===== src/rtl/rob_pkg.sv =====
// Shared reorder-buffer defaults and entry layout.
package rob_pkg;
  localparam int ROB_DEPTH  = 16;
  localparam int ROB_TAG_W  = $clog2(ROB_DEPTH);
  localparam int ROB_DATA_W = 32;
  localparam int ROB_REG_W  = 5;

  // One reorder-buffer slot at the default widths.
  typedef struct packed {
    logic                  busy;
    logic                  done;
    logic [ROB_REG_W-1:0]  rd;
    logic [ROB_DATA_W-1:0] data;
  } rob_entry_t;

  // Tag meaning "no producer"; tag 0 is also the post-reset tail.
  localparam logic [ROB_TAG_W-1:0] ROB_TAG_NONE = '0;
endpackage


===== src/rtl/rob_lookup_port.sv =====
// Operand lookup by tag, with same-cycle bypass of the EX writeback.
module rob_lookup_port
  import rob_pkg::*;
#(
  parameter int DEPTH  = ROB_DEPTH,
  parameter int TAG_W  = $clog2(DEPTH),
  parameter int DATA_W = ROB_DATA_W
) (
  input  logic [DEPTH-1:0]             busy,
  input  logic [DEPTH-1:0]             done,
  input  logic [DEPTH-1:0][DATA_W-1:0] data,
  input  logic                         wb_valid,
  input  logic [TAG_W-1:0]             wb_tag,
  input  logic [DATA_W-1:0]            wb_data,
  input  logic [TAG_W-1:0]             q_tag,
  output logic                         q_ready,
  output logic [DATA_W-1:0]            q_data
);
  logic hit;
  assign hit = wb_valid && (wb_tag == q_tag);

  // Free slots report nothing; a live writeback wins over stored data.
  always_comb begin
    q_ready = busy[q_tag] && (done[q_tag] || hit);
    q_data  = '0;
    if (busy[q_tag]) q_data = hit ? wb_data : data[q_tag];
  end
endmodule


===== src/rtl/rob_tag_buffer.sv =====
// In-order tag allocator / reorder buffer: allocate at tail, writeback by
// tag, retire from head one entry per cycle.
module rob_tag_buffer
  import rob_pkg::*;
#(
  parameter int DEPTH  = ROB_DEPTH,
  parameter int TAG_W  = $clog2(DEPTH),
  parameter int DATA_W = ROB_DATA_W,
  parameter int REG_W  = ROB_REG_W
) (
  input  logic              clk,
  input  logic              rst,
  input  logic              flush,
  input  logic              alloc_valid,
  input  logic [REG_W-1:0]  alloc_rd,
  output logic              alloc_ready,
  output logic [TAG_W-1:0]  alloc_tag,
  input  logic              wb_valid,
  input  logic [TAG_W-1:0]  wb_tag,
  input  logic [DATA_W-1:0] wb_data,
  input  logic [TAG_W-1:0]  q1_tag,
  input  logic [TAG_W-1:0]  q2_tag,
  output logic              q1_ready,
  output logic              q2_ready,
  output logic [DATA_W-1:0] q1_data,
  output logic [DATA_W-1:0] q2_data,
  output logic              commit_valid,
  output logic [REG_W-1:0]  commit_rd,
  output logic [DATA_W-1:0] commit_data,
  output logic [TAG_W:0]    count
);
  typedef struct packed {
    logic              busy;
    logic              done;
    logic [REG_W-1:0]  rd;
    logic [DATA_W-1:0] data;
  } entry_t;

  entry_t ent [DEPTH];
  logic [TAG_W-1:0] head, tail;

  logic [DEPTH-1:0]             busy_v, done_v;
  logic [DEPTH-1:0][DATA_W-1:0] data_v;
  logic do_alloc, do_wb, do_commit;

  assign alloc_ready = (count != (TAG_W+1)'(DEPTH));
  assign alloc_tag   = tail;
  assign do_alloc    = alloc_valid && alloc_ready && !flush;
  assign do_wb       = wb_valid && !flush && ent[wb_tag].busy && !ent[wb_tag].done;
  assign do_commit   = ent[head].busy && ent[head].done && !flush;

  // Flatten entry fields for the lookup ports.
  always_comb begin
    for (int i = 0; i < DEPTH; i++) begin
      busy_v[i] = ent[i].busy;
      done_v[i] = ent[i].done;
      data_v[i] = ent[i].data;
    end
  end

  rob_lookup_port #(.DEPTH(DEPTH), .TAG_W(TAG_W), .DATA_W(DATA_W)) u_q1 (
    .busy(busy_v), .done(done_v), .data(data_v),
    .wb_valid(wb_valid), .wb_tag(wb_tag), .wb_data(wb_data),
    .q_tag(q1_tag), .q_ready(q1_ready), .q_data(q1_data)
  );

  rob_lookup_port #(.DEPTH(DEPTH), .TAG_W(TAG_W), .DATA_W(DATA_W)) u_q2 (
    .busy(busy_v), .done(done_v), .data(data_v),
    .wb_valid(wb_valid), .wb_tag(wb_tag), .wb_data(wb_data),
    .q_tag(q2_tag), .q_ready(q2_ready), .q_data(q2_data)
  );

  // Entry/pointer state; flush beats allocate, writeback and commit.
  // Alloc, writeback and commit never touch the same field of one slot:
  // alloc hits a free slot, writeback needs !done, commit needs done.
  always_ff @(posedge clk or posedge rst) begin
    if (rst) begin
      for (int i = 0; i < DEPTH; i++) ent[i] <= '0;
      head         <= '0;
      tail         <= '0;
      count        <= '0;
      commit_valid <= 1'b0;
      commit_rd    <= '0;
      commit_data  <= '0;
    end else if (flush) begin
      for (int i = 0; i < DEPTH; i++) begin
        ent[i].busy <= 1'b0;
        ent[i].done <= 1'b0;
      end
      head         <= '0;
      tail         <= '0;
      count        <= '0;
      commit_valid <= 1'b0;
    end else begin
      commit_valid <= do_commit;
      if (do_commit) begin
        commit_rd      <= ent[head].rd;
        commit_data    <= ent[head].data;
        ent[head].busy <= 1'b0;
        ent[head].done <= 1'b0;
        head           <= head + 1'b1;
      end
      if (do_alloc) begin
        ent[tail].busy <= 1'b1;
        ent[tail].done <= 1'b0;
        ent[tail].rd   <= alloc_rd;
        tail           <= tail + 1'b1;
      end
      if (do_wb) begin
        ent[wb_tag].data <= wb_data;
        ent[wb_tag].done <= 1'b1;
      end
      case ({do_alloc, do_commit})
        2'b10:   count <= count + 1'b1;
        2'b01:   count <= count - 1'b1;
        default: ;
      endcase
    end
  end
endmodule


===== config.mk =====
export PLATFORM = sky130hd
export DESIGN_NAME = rob_tag_buffer
export DESIGN_NICKNAME = d
export VERILOG_FILES = /design/src/rtl/rob_pkg.sv /design/src/rtl/rob_lookup_port.sv /design/src/rtl/rob_tag_buffer.sv
export SDC_FILE = /design/constraint.sdc
export NUM_CORES = 2
export LEC_CHECK = 0
export BUFFER_PORTS_ARGS = -buffer_cell sky130_fd_sc_hd__buf_2
export CAP_MARGIN = 20
export CORE_MARGIN = 2
export CORE_UTILIZATION = 56
export CTS_BUF_LIST = sky130_fd_sc_hd__clkbuf_4 sky130_fd_sc_hd__clkbuf_8 sky130_fd_sc_hd__clkbuf_16
export DETAILED_ROUTE_END_ITERATION = 8
export PLACE_DENSITY_LB_ADDON = 0.3
export SKIP_CTS_REPAIR_TIMING = 1
export SLEW_MARGIN = 40
export SYNTH_ARGS = -nofsm -noshare
export SYNTH_HDL_FRONTEND = slang
export SYNTH_SLANG_ARGS = --single-unit

===== constraint.sdc =====
create_clock -name clk -period 54.8 [get_ports clk]
set_clock_uncertainty 0.2 [all_clocks]
set_input_delay 2.74 -clock clk [delete_from_list [all_inputs] [get_ports clk]]
set_output_delay 2.74 -clock clk [all_outputs]
set_load 0.02 [all_outputs]

**Yosys cells after proc, flatten, opt, wreduce, memory -nomap -nowiden**

Index checks and enable logic that the tools add are counted.

- Word-level logic and storage cells: 184
- Register bits: 675

- Reduce and logical (&&, ||, !) cells: 22
- Bitwise operators: 4
- Multiplexer cells: 71
- $lt $le $gt $ge: 8
- Equality and inequality tests: 5
- Add/sub/neg operators: 4

Operator list:

| operator | count |
|---|---|
| $bwmux 624 | 7 |
| $mux 624 | 5 |
| $demux 39 s4 | 7 |
| $bmux 39 s4 | 2 |
| $bmux 32 s4 | 2 |
| $mux 39 | 6 |
| $mux 32 | 7 |
| $mux 38 | 3 |
| $mux 37 | 1 |
| $mux 2 | 16 |
| $bmux 1 s4 | 4 |
| $mux 4 | 4 |
| $ge 5x5->1 const B | 3 |
| $lt 5x1->1 const B | 3 |
| $not 4->5 | 3 |
| $logic_and 1x1->1 | 14 |
| $lt 4x5->1 const B | 2 |
| $pmux 5 s2 | 1 |
| $add 4x1->4 const B | 2 |
| $eq 4x4->1 | 2 |
| $add 5x1->5 const B | 1 |
| $mux 1 | 5 |
| $mux 5 | 1 |
| $ne 5x5->1 const B | 1 |
| 9 further kinds | 12 |

**Logic depth before layout (Yosys ltp)**

- Depth in word-level cells: 18
- Depth in mapped cells: 16
- Mapped depth without buffers: 12

**Hierarchy**

From an unflattened synthesis, not the netlist that was laid out.

- Cell total of the unflattened synthesis: 2721
- Area, all modules: 40581.4 um^2

Modules (own cells, without submodules):

| module | cells each | area each (um^2) | seq. area each (um^2) | instances |
|---|---|---|---|---|
| rob_tag_buffer | 1883 | 30727.0 | 16891.2 | 1 |
| rob_lookup_port | 419 | 4927.2 | 0.0 | 2 |

**Worst setup path after synthesis**

OpenSTA, ideal clock, no wires.

- Path kind: input port to output port
- Start point: input q1_tag[0]
- End point: output q1_data[10]
- Arrival: 4.676 ns
- Data required time: 51.860 ns
- Stages: 6
- Setup slack: 47.184 ns
- Cell sequence: buf_2 > buf_1 > mux4_2 > mux4_2 > nand2_1 > a21oi_1

- Word-level cells in the longest chain between the ends: 4
- Elaborated cells between the ends (all ways): 8
- Those cells by class: eq/ne: 1; mux: 6; reduce/logical: 1

RTL lines:

| what | line | source |
|---|---|---|
| from (decl) | rob_tag_buffer.sv:21 | `input logic [TAG_W-1:0] q1_tag,` |
| $bmux 32 s4 / $eq 4x4->1 (equally long branches) | rob_lookup_port.sv:26, rob_lookup_port.sv:20 |  |
| $mux 32 (implied by the code) / $logic_and 1x1->1 (equally long branches) | rob_lookup_port.sv:26, rob_lookup_port.sv:20 |  |
| $mux 32 | rob_lookup_port.sv:26 | `if (busy[q_tag]) q_data = hit ? wb_data : data[q_tag];` |
| $mux 32 (*) | rob_lookup_port.sv:26 |  |
| to (decl) | rob_tag_buffer.sv:25 | `output logic [DATA_W-1:0] q1_data,` |

Every way passes the cells marked *; elsewhere a longest branch is shown, timed or not. The select of a mux whose other input is x is not followed.

**Worst setup path in the final report**

- Start point: input q1_tag[0]
- End point: output q1_data[0]

The elaborated chain is that of the path after synthesis.

==> out/results.txt <==
htree depth = 3
internal power = 958 uW
clock network power share = 0.414
core footprint = 71100 sq um
pwr dens = 29.0 nW/um^2
crit path kind = input pin to output pin
first-pass GRT wire length = 175000 um
placed inst area = 41400 sq um
PortBufs = 167
setup_tns = 0 ns
drt first pass iters = 5
CTS tree = built
number of DRC markers in iteration 0 = 2805
Synth Net Count = 2610
Worst Path Max Fanout = 53
vias in the first global route = 27100
layout cells sized above 1 = 0.574
DR WL/cell = 32.0 um
Synth warnings = 0
FMAX = 108 MHz
drt drc = 0
max-slew violation count = 0
switching part of the total power = 0.250
fin nets = 2654
Routed WL = 115000 um
largest net degree at the start of global routing = 114
Max Root-Sink Buffers = 3
Tcrit/Tclk final = 0.170
Area Growth Syn to Fin = 9.97%
sequential power share = 0.448
Die Height = 271 um
largest vdd supply drop = 20.2 uV
share of power burned in combinational logic = 0.138
GP Congestion = 0.881
DPL Wire Length = 65000 um
CP startpoint kind = input pin
Clock Latency Late Sink = 0.62 ns
final global-route overflow total = 0
Initial Util = 0.563
leak pwr = 0.0194 uW
die area = 73600 sq um
DRT antenna net count = 0
Ports = 168
Req. time, crit path = 51.86 ns
Finish-stage setup viols = 0
worst slew pin tran = 0.941 ns
Mapped Area = 40000 sq um
Critical Path AT = 6.35 ns
min cycle time layout = 9.29 ns
post-route cell area = 44000 sq um
worst hold path type = flop to flop
NetSw = 319 uW
Critical Path End Type = output pin
Yosys cell types = 57
root buffer cell = clkbuf_16
Syn Inst Count = 2544
max-cap viol count = 0
Seq/Total Area, Yosys = 0.422
Die X-Extent = 271 um
num rows = 98
via/cell ratio = 7.20
CTS sink cnt = 675
vias = 25900
Fin. Hold Viols = 0
Num CTS Buffers = 74
gr usage total = 0.320
Synth Register Bits = 675
outcome = completed
initial antenna violation count = 9
RSZ-0062 raised after global routing = no
slew margin rel. = 0.372
mean post-synth cell area = 15.7 sq um
clock-pin transition on the worst setup and hold timing paths = 0.06 ns
power groups by stage:
stage / Clock (uW) / Combinational, uW / Sequential [uW]
floorplan: 0 / 136 / 570
global placement: 0 / 170 / 576
detailed placement: 0 / 176 / 580
CTS: 535 / 177 / 572
global route: 555 / 187 / 578
finish: 529 / 176 / 573
layout make-up:
cell class                      instances  area (sq um)
Antenna cell                            3          7.51
Clock buffer                          104          2200
Clock inverter                         22           343
Fill cell                            5135         27100
Inverter                               14          65.1
Multi-Input combinational cell       1603         21900
Sequential cell                       675         16900
Tap cell                              950          1190
Timing Repair Buffer                  220          1400
cell families after synthesis:
family,synth area share
XOR/XNOR,0.00350
AND/OR/NAND/NOR,0.0317
adder cells (fa/ha/maj),0.00394
flip-flops,0.422
AO/OA/AOI/OAI,0.0201
multiplexers,0.485
buffers and inverters,0.0339
critical path, cell delays in order:
cell      delay, ns
buf_8          0.45
clkbuf_8       0.69
buf_4          0.72
mux4_2         0.58
mux4_2         0.48
nand2_1        0.08
a21oi_1        0.20
buf_2          0.25
placed cells by master, fill, tap and decap left out, types with 5 or more instances in the layout:
cell	Yosys	final
nand3_2	0	6
clkbuf_16	0	77
dfrtp_1	675	671
buf_4	6	33
clkinv_2	0	11
nor3_4	0	5
nor2b_1	14	14
clkbuf_8	0	15
buf_2	81	161
a41o_1	8	8
o21ai_0	18	18
nand2_1	164	160
xor2_1	9	9
ha_1	11	11
nor2_1	23	19
mux2_4	28	28
clkbuf_4	0	16
nor3_1	5	5
bufinv_16	0	9
mux4_1	32	32
a21oi_1	68	68
inv_1	14	12
and3_1	13	11
a21bo_2	7	7
mux4_2	478	478
mux4_4	21	21
buf_6	17	17
xnor2_1	7	7
o31ai_1	5	5
nand3_1	40	34
mux2_2	603	603
cell usage after synthesis (all sizes together):
library cell	n	share of area
and4	2	0.00044
mux2i	4	0.0010
nand2	164	0.015
a21oi	69	0.0087
nand3	40	0.0050
o32ai	1	0.00022
xnor2	7	0.0015
a2111oi	2	0.00044
nor3	11	0.0021
o21ai	20	0.0025
a21o	1	0.00019
a21bo	7	0.0018
a32oi	3	0.00066
mux4	531	0.30
nand3b	1	0.00019
dfrtp	675	0.42
o2111a	2	0.00056
and2	2	0.00031
o221ai	1	0.00022
nand4	3	0.00047
fa	1	0.00050
o311a	1	0.00025
nor4	1	0.00016
a221oi	2	0.00044
a41o	8	0.0020
nor2	23	0.0022
clkbuf	111	0.010
dlygate4sd3	2	0.00050
o2111ai	2	0.00044
and3	13	0.0020
nand2b	3	0.00047
buf	135	0.021
dlygate4sd1	2	0.00044
nor2b	14	0.0022
mux2	632	0.18
o31ai	5	0.00094
a32o	1	0.00025
nor3b	4	0.00075
xor2	9	0.0020
a2111o	2	0.00056
ha	11	0.0034
dlymetal6s2s	2	0.00063
inv	14	0.0013
state kept, by name, summed over array words and instances, names as in the netlist:
register,flops
count,5
commit_rd,5
alloc_tag,4
busy_v,16
commit_data,32
head,4
done_v,16
data_v,512
ent,80
commit_valid,1
worst paths after layout:
check / from / to / slack, ns / depth (start not counted)
hold reg to reg: ent[111]$_DFFE_PP0P_ / ent[111]$_DFFE_PP0P_ / 0.30 / 1
hold / removal: ent[111]$_DFFE_PP0P_ / ent[111]$_DFFE_PP0P_ / 0.30 / 1
setup / recovery: q1_tag[0] / q1_data[0] / 45.51 / 8
min in group asynchronous: rst / commit_rd[1]$_DFFE_PP0P_ / 1.98 / 2
setup reg to reg: head[0]$_DFFE_PP0P_ / done_v[1]$_DFF_PP0_ / 49.62 / 10
max in group asynchronous: rst / data_v[174]$_DFFE_PP0P_ / 49.36 / 6
per-stage QoR:
stage / hold WS, ns / power, uW / utilization / worst slack (ns) / cells
floorplan: 0.270 / 706 / - / 32.94 / 2544
global placement: 0.279 / 745 / 0.580 / 45.19 / 3457
detailed placement: 0.287 / 756 / 0.582 / 45.47 / 3461
CTS: 0.301 / 1280 / 0.618 / 45.46 / 3587
global route: 0.313 / 1320 / 0.619 / 45.26 / 3589
finish: 0.299 / 1280 / 0.619 / 45.51 / 3591
metal layers:
layer  track usage  wire [um]
met5             0         84
met4         0.121       4600
met3        0.0794      11600
met2         0.501      54800
met1         0.439      43700
Power figures use the tool's default switching activity.
